[config.mk]
export PLATFORM = sky130hd
export DESIGN_NAME = hand_score_calc
export DESIGN_NICKNAME = d
export VERILOG_FILES = /design/src/rtl/hand_score_calc.sv
export SDC_FILE = /design/constraint.sdc
export NUM_CORES = 1
export LEC_CHECK = 0
export BUFFER_PORTS_ARGS = -buffer_cell sky130_fd_sc_hd__buf_4
export CAP_MARGIN = 20
export CORE_MARGIN = 2
export CORE_UTILIZATION = 45
export CTS_CLUSTER_DIAMETER = 120
export CTS_CLUSTER_SIZE = 16
export DETAILED_ROUTE_END_ITERATION = 7
export PLACE_DENSITY_LB_ADDON = 0.25
export SETUP_SLACK_MARGIN = 0.1
export SYNTH_ARGS = -nofsm -noshare
export SYNTH_HDL_FRONTEND = slang
export SYNTH_SLANG_ARGS = --single-unit
[constraint.sdc]
create_clock -name clk -period 3 [get_ports clk]
set_input_delay 0.6 -clock clk [delete_from_list [all_inputs] [get_ports clk]]
set_output_delay 0.6 -clock clk [all_outputs]
set_load 0.02 [all_outputs]
[src/rtl/hand_score_calc.sv]
// Serial blackjack hand scorer: snapshots both hands, walks one slot per cycle,
// then resolves soft aces and saturates the registered totals.
module hand_score_calc #(
  parameter int NUM_CARDS = 9,
  parameter int TARGET    = 21,
  parameter int SAT_MAX   = 31
) (
  input  logic                       clk,
  input  logic                       rst,
  input  logic                       en,
  input  logic [NUM_CARDS-1:0][3:0]  player_card_values,
  input  logic [NUM_CARDS-1:0][3:0]  dealer_card_values,
  output logic [4:0]                 total_player_value,
  output logic [4:0]                 total_dealer_value,
  output logic                       player_soft,
  output logic                       dealer_soft,
  output logic                       bad_card,
  output logic                       scan_done
);

  localparam int IDX_W = (NUM_CARDS > 1) ? $clog2(NUM_CARDS) : 1;
  localparam logic [IDX_W-1:0] LAST_IDX = IDX_W'(NUM_CARDS - 1);
  localparam logic [7:0] TARGET_W = 8'(TARGET);
  localparam logic [6:0] SAT_W    = 7'(SAT_MAX);

  typedef enum logic [1:0] {LOAD, ACCUM, FINAL} state_t;

  state_t                      state;
  logic [IDX_W-1:0]            idx;
  logic [NUM_CARDS-1:0][3:0]   player_snap;
  logic [NUM_CARDS-1:0][3:0]   dealer_snap;
  logic [6:0]                  acc_player;
  logic [6:0]                  acc_dealer;
  logic                        ace_player;
  logic                        ace_dealer;
  logic                        bad_seen;
  logic [3:0]                  player_code;
  logic [3:0]                  dealer_code;
  logic [5:0]                  res_player;
  logic [5:0]                  res_dealer;

  function automatic logic [6:0] card_worth(input logic [3:0] code);
    if (code >= 4'd14)      return 7'd0;
    else if (code >= 4'd11) return 7'd10;
    else                    return {3'b000, code};
  endfunction

  function automatic logic [4:0] sat_total(input logic [6:0] value);
    if (value > SAT_W) return SAT_W[4:0];
    else               return value[4:0];
  endfunction

  // Returns {soft, total}; only a single ace can ever be promoted to 11.
  function automatic logic [5:0] resolve(input logic [6:0] sum, input logic ace);
    logic [7:0] promoted;
    promoted = {1'b0, sum} + 8'd10;
    if (ace && (promoted <= TARGET_W)) return {1'b1, sat_total(promoted[6:0])};
    else                               return {1'b0, sat_total(sum)};
  endfunction

  always_comb begin
    player_code = player_snap[idx];
    dealer_code = dealer_snap[idx];
    res_player  = resolve(acc_player, ace_player);
    res_dealer  = resolve(acc_dealer, ace_dealer);
  end

  // Snapshot registers carry data only, so they are left out of reset.
  always_ff @(posedge clk) begin
    if (state == LOAD && en) begin
      player_snap <= player_card_values;
      dealer_snap <= dealer_card_values;
    end
  end

  always_ff @(posedge clk or posedge rst) begin
    if (rst) begin
      state              <= LOAD;
      idx                <= '0;
      acc_player         <= '0;
      acc_dealer         <= '0;
      ace_player         <= 1'b0;
      ace_dealer         <= 1'b0;
      bad_seen           <= 1'b0;
      total_player_value <= '0;
      total_dealer_value <= '0;
      player_soft        <= 1'b0;
      dealer_soft        <= 1'b0;
      bad_card           <= 1'b0;
      scan_done          <= 1'b0;
    end else begin
      scan_done <= 1'b0;
      case (state)
        LOAD: begin
          if (en) begin
            acc_player <= '0;
            acc_dealer <= '0;
            ace_player <= 1'b0;
            ace_dealer <= 1'b0;
            bad_seen   <= 1'b0;
            idx        <= '0;
            state      <= ACCUM;
          end
        end
        ACCUM: begin
          acc_player <= acc_player + card_worth(player_code);
          acc_dealer <= acc_dealer + card_worth(dealer_code);
          ace_player <= ace_player | (player_code == 4'd1);
          ace_dealer <= ace_dealer | (dealer_code == 4'd1);
          bad_seen   <= bad_seen | (player_code >= 4'd14) | (dealer_code >= 4'd14);
          if (idx == LAST_IDX) begin
            idx   <= '0;
            state <= FINAL;
          end else begin
            idx <= idx + 1'b1;
          end
        end
        FINAL: begin
          total_player_value <= res_player[4:0];
          player_soft        <= res_player[5];
          total_dealer_value <= res_dealer[4:0];
          dealer_soft        <= res_dealer[5];
          bad_card           <= bad_seen;
          scan_done          <= 1'b1;
          state              <= LOAD;
        end
        default: state <= LOAD;
      endcase
    end
  end

endmodule

==> impl_metrics.toml, run 1 <==
[outcome]
status = "finished, violations left"
violations = "setup timing"

[finish]
mostFrequentLayoutCells = "buf_4 (116), edfxtp_1 (72), nand2_1 (43), dfrtp_1 (36), o21ai_0 (21)"
fillers = 913
mostFrequentLayoutCell = "buf_4"
final_util_pct = 58.17
n_antenna_cell = 0
drive_gt1_share_pct = 40.12
layout.nets = 588
syn2layout_area_growth_pct = 27.00

[sta]
finalSetupViolations = 3
layout_worst_path_cycle_share_pct = 103.5
tns_ns = -0.2027
whs_ns = 0.3660
rsz0062_at_grt = "yes"
slew_violations = 0
fmaxAchievable_mhz = 322.1
tightest_slew_ns = 0.8114
fin_skew_ns = 0.01052
fin_crit_ns = 3.105
relSlewSlack_pct = 45.91
setup_ws_ns = -0.1048
hold_viol = 0

[power_and_ir_drop]
seqPwrFrac_pct = 32.0
finalPower_mw = 7.354
clkPwrFrac_pct = 15.4
switchingPower_mw = 2.795
power.density_nw_per_um2 = 1117
p_sw_share_pct = 38.01
internal_power_mw = 4.559
power_frac_comb_pct = 52.6
power.leakage_nw = 2.678
irDropWorstVdd_mv = 0.4460

[synth]
syn_inst = 381
ys.flop_type = "edfxtp_1"
synth_warnings = 0
synth.top_cell.area_share_pct = 41.70
syn_nets = 472
yosys.area.top_type = "edfxtp_1"
synth.yosys.seq_area_share_pct = 59.56
ys_top_cells_by_area = "edfxtp_1 (42%), dfrtp_1 (18%), mux4_2 (3.5%), ha_1 (3.4%), nand2_1 (3.2%)"
synth_edf_count = 72
synth_async_sr_flop_share_pct = 33.94
synth_area_per_cell_um2 = 13.61
synthesis.area_um2 = 5185
ys_types = 56
ys_ff_latch = 109

[floorplanning]
core_um2 = 11320
initial_core_util_pct = 45.80
fp-row-count = 39
die_w_um = 111.3
fp.dieH_um = 111.3
die_area_um2 = 12400
num_io_pins = 89

[routing]
vias_per_cell = 5.236
first_pass_iters = 4
ant_nets = 0
drtIter0Drc = 158
routed_wl_mm = 9.843
wl_per_cell_um = 15.28
dr_total_vias = 3372
drc = 0

[flow_run]
maxCapViolCount = 0

[clock_tree]
clk-insertion-delay-late_ns = 0.35
path_clk_slew_ns = 0.08
cts_tree = "yes"
cts.sinks = 109
cts_buffer_depth = 2
root_buffer = "clkbuf_16"
numCtsBuffers = 9
cts-htree-levels = 3

[global_routing]
grt_max_degree = 41
grt_pass1_wl_mm = 16.18
grt_pass1_vias = 3364
antenna_found_initial = 0
grt_usage_pct = 16.38
grt_overflow = 0

[worst_setup_path]
required_ns = 3.26
cp-end-kind = "flip-flop"
arrival_ns = 3.37
start_kind = "flip-flop"
r2r.worst_path.cells = 15
critical_path.max_fanout = 4
path_class = "reg -> reg"

[placement]
dpl.hpwl_mm = 6.965
pre_cts_slack_ns = -0.07802
port_buffers = 88
routabilityCongestion = 0.8005

[worst_hold_path]
hp-class = "in -> async"
[power groups by stage]
stage | combinational, mW | clock, mW | sequential, mW
after floorplan | 2.58 | 0 | 2.33
after global placement | 3.53 | 0 | 2.35
after detailed placement | 3.61 | 0 | 2.37
after CTS | 3.79 | 1.16 | 2.35
after global routing | 4.29 | 1.22 | 2.40
final | 3.87 | 1.13 | 2.35
[flip-flops by register name, summed over array words and instances, names as in the netlist, 2 cells and up]
name and flops:
total_dealer_value 5, player_snap 36, acc_dealer 7, total_player_value 5, acc_player 7, dealer_snap 36
idx 4, state 2
[Yosys cell counts, drive strengths merged, types with 6 or more instances]
master	number
a21oi	9
dfrtp	37
edfxtp	72
o22ai	7
mux2	16
nor3b	7
xor2	6
o21ai	26
nand2b	7
nand2	44
mux4	10
inv	15
nand3	9
ha	14
buf	11
nor2	17
o31ai	13
mux2i	10
[final cells by class]
cell class / instances / area (µm²) / area share, %
inverters: 15 / 56.30 / 0.8550
well taps: 143 / 178.9 / 2.717
repair buffers: 122 / 973.4 / 14.78
clock inverters: 6 / 53.80 / 0.8170
clock buffers: 9 / 225.2 / 3.420
multi-input cells: 240 / 2008 / 30.50
flip-flops and latches: 109 / 3089 / 46.91
[through the flow]
stage / cells / cell area (µm²)
2_1_floorplan: 381 / 5213
3_3_place_gp: 623 / 6182
3_5_place_dp: 623 / 6182
4_1_cts: 642 / 6551
5_1_grt: 644 / 6585
6_report: 644 / 6585
[final timing paths]
kind / from / to / slack, ns
setup / recovery: idx[0] / acc_player[4] / -0.10
hold / removal: rst / total_player_value[3] / 0.37
setup reg to reg: idx[0] / acc_player[4] / -0.10
hold reg to reg: total_dealer_value[4] / total_dealer_value[4] / 0.48
max in group asynchronous: rst / idx[0] / 2.27
min in group clk: dealer_card_values[17] / dealer_snap[17] / 0.43
[critical path, cell delays in order, from the launching register on]
cell and delay [ns]:
dfrtp_2 0.44, buf_12 0.13, mux4_2 0.52, nor2_4 0.12, o31ai_4 0.09, o21ai_1 0.13
and2_1 0.13, ha_2 0.18, inv_2 0.04, fa_2 0.39, nor2b_1 0.12, o21ai_1 0.07
a21oi_1 0.21, buf_4 0.16, buf_4 0.10, mux2i_1 0.17
[cells by family (layout without fill, tap and decap cells)]
kind of cell               Yosys count  in the layout  synth area share [%]
DFF                                109            109                 59.56
AOI/OAI and AO/OA                   76             76                 11.49
buffers and inverters               32            152                 3.354
xor gates and xnor gates            11             11                 1.858
and+or+nand+nor                    101            101                 9.628
muxes                               36             36                 9.966
adders and majority gates           16             16                 4.151
[repair_timing]
| item | 4_1_cts | 5_1_grt |
|---|---|---|
| hold endpoints to repair | 0 | 0 |
| setup endpoints to repair | 5 | 8 |
| pin swaps | 5 | 14 |
| buffers inserted | 3 | 3 |
| hold buffers | 0 | 0 |
| gates cloned | 1 | 0 |
| resized for setup | 13 | 15 |
[metal layers]
layer | vias up | share of wire [%] | GRT usage (%)
met4 | 0 | 1.2 | 4.774
met3 | 11 | 4.1 | 3.811
met1 | 1641 | 45 | 21.52
met2 | 77 | 50 | 27.48
met5 | - | 0 | 0
li1 | 1643 | - | -
Note: power is estimated with default switching activity, not from simulation.
==> inputs of run 2 (changes only) <==
--- a/config.mk
+++ b/config.mk
@@ -5,6 +5,7 @@
 export SDC_FILE = /design/constraint.sdc
 export NUM_CORES = 1
 export LEC_CHECK = 0
+export ABC_AREA = 1
 export BUFFER_PORTS_ARGS = -buffer_cell sky130_fd_sc_hd__buf_4
 export CAP_MARGIN = 20
 export CORE_MARGIN = 2
@@ -12,7 +13,7 @@
 export CTS_CLUSTER_DIAMETER = 120
 export CTS_CLUSTER_SIZE = 16
 export DETAILED_ROUTE_END_ITERATION = 7
-export PLACE_DENSITY_LB_ADDON = 0.25
+export PLACE_DENSITY = 0.69
 export SETUP_SLACK_MARGIN = 0.1
 export SYNTH_ARGS = -nofsm -noshare
 export SYNTH_HDL_FRONTEND = slang
==> run 2 against run 1 <==
Against the previous run:
- critical path type unchanged
- design area shrank 3.0%
- global-route usage grew 2.3 points
- die area fell by 0.83%
- final cell count grew 20%
- the run now ends clean
- critical endpoint is now acc_player[6]
==> impl_metrics.toml, run 2 <==
[outcome]
status = "finished, final reports clean"

[synth]
synth_top_cells_by_count = "nand2_1 (110), edfxtp_1 (72), nor2_1 (67), nand3_1 (53), o21ai_0 (52)"
synth_most_common_cell = "nand2_1"
ys.flop_type = "edfxtp_1"
synth-simple-area-share_pct = 20.64
ys_top_cells_by_area = "edfxtp_1 (42%), dfrtp_1 (18%), nand2_1 (8.0%), nand3_1 (5.2%), o21ai_0 (5.1%)"
ys_ff_latch = 109
synth_warnings = 0
synthMuxAreaShare_pct = 0
synth_compound_area_share_pct = 9.226
syn_nets = 616
synth.top_cell.area_share_pct = 42.06
synth.yosys.seq_area_share_pct = 60.08
synthesis.area_um2 = 5140
yosys.area.top_type = "edfxtp_1"
synthXorXnorAreaFrac_pct = 0.1704
synth_top_family_by_area = "simple AND/OR/NAND/NOR gates"
synth_async_sr_flop_share_pct = 33.94
synth_edf_count = 72
synth_area_per_cell_um2 = 9.790
ys_types = 32
synthAdderAreaFrac_pct = 4.187
syn_inst = 525

[worst_setup_path]
critical_path.max_fanout = 18
timing.rr.start = "idx[0]"
reg2reg_to = "acc_player[6]"
r2r_slack_ns = 0.20
slowest_stage = "dfrtp_2"
path_class = "reg -> reg"
slowest_delay_ns = 0.45
required_ns = 3.24
arrival_ns = 3.04
cp_cell_sequence = "buf_4, clkbuf_16, nor2_1, nor2_1, o21ai_0, nand3_1, nand3_2, nand2_2, a21boi_2, ha_2, inv_1, fa_2, nor2_2, o21ai_0, nand2_1, nand4_1, o21ai_1, inv_1"
crit_buf_inv = 4
path_delay_family = "simple AND/OR/NAND/NOR gates"
start_kind = "flip-flop"
cp-end-kind = "flip-flop"
r2r.worst_path.cells = 18

[floorplanning]
fp-row-count = 39
fp.dieH_um = 110.9
num_io_pins = 89
die_area_um2 = 12290
die_w_um = 110.9
initial_core_util_pct = 45.60
core_um2 = 11270

[global_routing]
grtUsageMet2_pct = 30.80
met1_usage_pct = 25.34
grt_pass1_vias = 3953
grt_overflow = 0
grt_pass1_wl_mm = 18.66
grt.busiest_layer = "met2"
antenna_found_initial = 0
grt_usage_pct = 18.64
grtUsageMet3_pct = 3.445
grt_max_degree = 41

[finish]
top_regs = "dealer_snap x36, player_snap x36"
n_antenna_cell = 0
mostFrequentLayoutCell = "nand2_1"
drive_gt1_share_pct = 24.32
mostFrequentLayoutCells = "nand2_1 (107), buf_4 (101), edfxtp_1 (72), nor2_1 (61), nand3_1 (49)"
layout.nets = 715
syn2layout_area_growth_pct = 24.32

[worst_hold_path]
hp-class = "in -> async"

[sta]
fin_skew_ns = 0.005425
whs_ns = 0.3653
tns_ns = 0
slew_violations = 0
fin_crit_ns = 2.797
finalSetupViolations = 0
tightest_slew_ns = 0.6923
relSlewSlack_pct = 53.79
layout_worst_path_cycle_share_pct = 93.23
rsz0062_at_grt = "yes"
fmaxAchievable_mhz = 357.5
hold_viol = 0

[routing]
drtIter0Drc = 259
wl_per_cell_um = 14.74
vias_per_cell = 5.159
ant_nets = 0
routed_wl_mm = 11.38
first_pass_iters = 4
drc = 0
dr_total_vias = 3983

[clock_tree]
cts-htree-levels = 3
cts.sinks = 109
path_clk_slew_ns = 0.07
clk-insertion-delay-late_ns = 0.34
numCtsBuffers = 9
cts_tree = "yes"
root_buffer = "clkbuf_16"
cts_buffer_depth = 2

[placement]
port_buffers = 88
dpl.hpwl_mm = 8.147
routabilityCongestion = 0.8967

[power_and_ir_drop]
irDropWorstVdd_mv = 0.4702
power.leakage_nw = 2.826
power.density_nw_per_um2 = 1105

[flow_run]
maxCapViolCount = 0
run 2: changes by cell type after synthesis, moves of 14 or more:
cell,previous run,this run
o21ai_0,25,52
nor2_1,17,67
inv_1,15,45
nand3_1,9,53
nand2_1,44,110
mux2_2,14,0
run 2: final cells by class:
class                           count  area, µm²
Clock buffer                       12      246.5
Clock inverter                      4      31.28
Fill cell                         976       4882
Inverter                           50      190.2
Multi-Input combinational cell    349       1819
Sequential cell                   109       3089
Tap cell                          143      178.9
Timing Repair Buffer              105      834.6
run 2: how the worst max path moves through the flow:
stage	start	endpoint	slack, ns	cells after the start
2_1_floorplan	en	acc_player[4]	0.34	5
3_3_place_gp	idx[0]	acc_player[6]	0.24	14
3_5_place_dp	idx[0]	acc_player[6]	0.08	17
4_1_cts	idx[0]	acc_player[6]	0.12	19
5_1_grt	idx[2]	acc_dealer[6]	0.02	16
6_report	idx[0]	acc_player[6]	0.20	18
run 2: report_power, final:
part	internal (mW)	switching [mW]
registers	2.04	0.277
clock network	0.594	0.540
logic	1.39	2.21
total	4.03	3.03
run 2: metal layers:
layer | routed length, µm | part of all wire (%) | vias to the layer above
met5 | 0 | 0 | -
met4 | 163 | 1.4 | 0
met3 | 569 | 5.0 | 12
met2 | 5498 | 48 | 122
met1 | 5145 | 45 | 1858
li1 | - | - | 1991
run 2: cell families (layout without fill, tap and decap cells):
logic type               Yosys count  after routing
AO/OA/AOI/OAI                     84             84
AND/OR/NAND/NOR                  248            248
XOR/XNOR                           1              1
adder cells (fa/ha/maj)           16             16
flip-flops                       109            109
buffers and inverters             67            171
run 2: repair_timing:
action / in CTS / in global routing
pin swaps: 1 / 14
cloned: 0 / 1
hold buffers: 0 / 0
setup buffers: 0 / 5
setup endpoints to repair: 1 / 5
gates resized for setup: 4 / 32
run 2: worst reg2reg max path: stages, from the launching register on:
cell,delay [ns]
dfrtp_2,0.45
buf_4,0.16
clkbuf_16,0.18
nor2_1,0.11
nor2_1,0.04
o21ai_0,0.10
nand3_1,0.13
nand3_2,0.09
nand2_2,0.08
a21boi_2,0.16
ha_2,0.20
inv_1,0.06
fa_2,0.35
nor2_2,0.10
o21ai_0,0.08
nand2_1,0.09
nand4_1,0.10
o21ai_1,0.15
inv_1,0.05
run 2: per-stage QoR:
stage | worst slack (ns) | instances | total power [mW] | util (%) | cell area (µm²)
global route | 0.01996 | 772 | 7.627 | 56.69 | 6390
CTS | 0.1232 | 766 | 6.808 | 55.56 | 6262
detailed placement | 0.08383 | 750 | 5.646 | 53.07 | 5982
finish | 0.2030 | 772 | 7.060 | 56.69 | 6390
floorplan | 0.3406 | 525 | 4.742 | - | 5140
global placement | 0.2391 | 750 | 5.478 | 53.07 | 5982
==> inputs of run 3 (changes only) <==
--- a/config.mk
+++ b/config.mk
@@ -13,7 +13,7 @@
 export CTS_CLUSTER_DIAMETER = 120
 export CTS_CLUSTER_SIZE = 16
 export DETAILED_ROUTE_END_ITERATION = 7
-export PLACE_DENSITY = 0.69
+export PLACE_DENSITY = 0.66
 export SETUP_SLACK_MARGIN = 0.1
 export SYNTH_ARGS = -nofsm -noshare
 export SYNTH_HDL_FRONTEND = slang
==> constraint.sdc (replaced) <==
create_clock -name clk -period 3.55 [get_ports clk]
set_input_delay 0.71 -clock clk [delete_from_list [all_inputs] [get_ports clk]]
set_output_delay 0.71 -clock clk [all_outputs]
set_load 0.02 [all_outputs]
==> run 3 against run 2 <==
Against the previous run:
- critical path depth shrank 2
- largest cell class unchanged
- count of clock-buffer cells in the layout fell by 2
- non-clock buffer count shrank 10
- combinational power decreased by 26%
- sequential cell count stayed put
- core utilization decreased by 1.4 points
- sequential share of layout area grew 1.2 points
- register-to-register slack gained 0.32 ns
- hold slack improved by 0.11 ns
- critical path type unchanged
==> impl_metrics.toml, run 3 (synthesized netlist as in run 2, its figures left out) <==
[outcome]
status = "finished, final reports clean"

[worst_setup_path]
crit_start = "idx[2]"
slowest_delay_ns = 0.57
timing.rr.start = "idx[2]"
arrival_ns = 3.27
cp_cell_sequence = "inv_1, nand3_1, nand3_1, nand2_1, inv_1, nand2_1, a21boi_1, ha_1, inv_1, fa_1, nor2_1, o21ai_0, nand2_1, nand4_1, o21ai_0, inv_1"
cp-end-kind = "flip-flop"
slowest_stage = "dfrtp_1"
r2r.worst_path.cells = 16
reg2reg_to = "acc_player[6]"
r2r_slack_ns = 0.52
required_ns = 3.79
cpMostUsedCell = "inv_1"
cp-endpoint = "acc_player[6]"
start_kind = "flip-flop"
path_class = "reg -> reg"
critical_path.max_fanout = 11

[global_routing]
grt_pass1_wl_mm = 17.93
grt_pass1_vias = 3851
grt_usage_pct = 18.06
antenna_found_initial = 0
met1_usage_pct = 23.34
grt_max_degree = 47
grtUsageMet3_pct = 3.609
grtUsageMet2_pct = 29.57
grt_overflow = 0
grt.busiest_layer = "met2"

[clock_tree]
cts_tree = "yes"
clk-insertion-delay-late_ns = 0.34
cts.hold.buffers_added = 0
path_clk_slew_ns = 0.07
cts-htree-levels = 3
numCtsBuffers = 9
root_buffer = "clkbuf_16"
cts.sinks = 109
cts_resized = 0
cts_buffer_depth = 2
post_cts_buffers = 0

[routing]
ant_nets = 0
first_pass_iters = 4
wl_per_cell_um = 14.03
dr_total_vias = 3923
vias_per_cell = 5.148
routed_wl_mm = 10.69
drtIter0Drc = 149
drc = 0

[placement]
port_buffers = 88
place_area_um2 = 5939
dpl.hpwl_mm = 7.741
dp_cells = 746
routabilityCongestion = 0.8253
pre_cts_slack_ns = 0.4282

[finish]
mostFrequentLayoutCells = "nand2_1 (110), buf_4 (94), edfxtp_1 (72), nor2_1 (67), nand3_1 (53)"
n_antenna_cell = 0
final_util_pct = 55.29
instances_no_fill = 762
syn2layout_area_growth_pct = 21.25
stdcell_area_um2 = 6232
mostFrequentLayoutCell = "nand2_1"
drive_gt1_share_pct = 19.87
layout.nets = 705
fillers = 956
top_regs = "dealer_snap x36, player_snap x36"

[floorplanning]
core_um2 = 11270
num_io_pins = 89
fp-row-count = 39
initial_core_util_pct = 45.60
die_area_um2 = 12290
fp.dieH_um = 110.9
die_w_um = 110.9

[sta]
tns_ns = 0
rsz0062_at_grt = "no"
fmaxAchievable_mhz = 330.2
tightest_slew_ns = 0.6963
finalSetupViolations = 0
fin_skew_ns = 0.005753
fin_crit_ns = 3.028
setup_ws_ns = 0.5215
whs_ns = 0.4760
slew_violations = 0
hold_viol = 0
layout_worst_path_cycle_share_pct = 85.31
relSlewSlack_pct = 53.51

[power_and_ir_drop]
internal_power_mw = 3.215
irDropWorstVdd_mv = 0.4349
power.density_nw_per_um2 = 905.8
switchingPower_mw = 2.430
p_sw_share_pct = 43.05
power_frac_comb_pct = 47.6
power.leakage_nw = 2.764
finalPower_mw = 5.645
seqPwrFrac_pct = 35.2
clkPwrFrac_pct = 17.2

[flow_run]
maxCapViolCount = 0

[worst_hold_path]
hp-class = "in -> async"
run 3: worst min path at each step:
stage / to / slack, ns / depth (start not counted)
after floorplan: bad_card / 0.44 / 2
after global placement: bad_card / 0.46 / 2
after detailed placement: bad_card / 0.46 / 2
after CTS: bad_card / 0.48 / 2
after global routing: total_player_value[3] / 0.50 / 2
final: total_dealer_value[3] / 0.48 / 3
run 3: power by group through the flow:
stage	sequential (mW)	combinational (mW)	clock, mW
after floorplan	1.98	2.03	0
after global placement	2.00	2.59	0
after detailed placement	2.01	2.68	0
after CTS	1.99	2.69	0.984
after global routing	2.03	3.10	1.03
final	1.99	2.68	0.973
run 3: cell type report:
| class | instances | area [µm²] | share of cell area [%] |
|---|---|---|---|
| multi-input cells | 349 | 1759 | 28.23 |
| flip-flops and latches | 109 | 3089 | 49.57 |
| inverters | 50 | 190.2 | 3.052 |
| well taps | 143 | 178.9 | 2.871 |
| clock inverters | 6 | 60.06 | 0.9637 |
| clock buffers | 10 | 229.0 | 3.674 |
| repair buffers | 95 | 725.7 | 11.64 |
run 3: worst max-delay path, delay by kind of cell, from the launching register on:
| kind | cells | cell delay [ns] |
|---|---|---|
| compound gates | 3 | 0.38 |
| flops | 1 | 0.57 |
| simple gates | 7 | 0.74 |
| buf+inv | 4 | 0.66 |
| fa+ha+maj | 2 | 0.56 |
run 3: routing by layer:
| layer | up-vias | wire length [µm] |
|---|---|---|
| met3 | 20 | 488 |
| met2 | 107 | 5043 |
| li1 | 1971 | - |
| met4 | 0 | 305 |
| met1 | 1825 | 4856 |
| met5 | - | 0 |
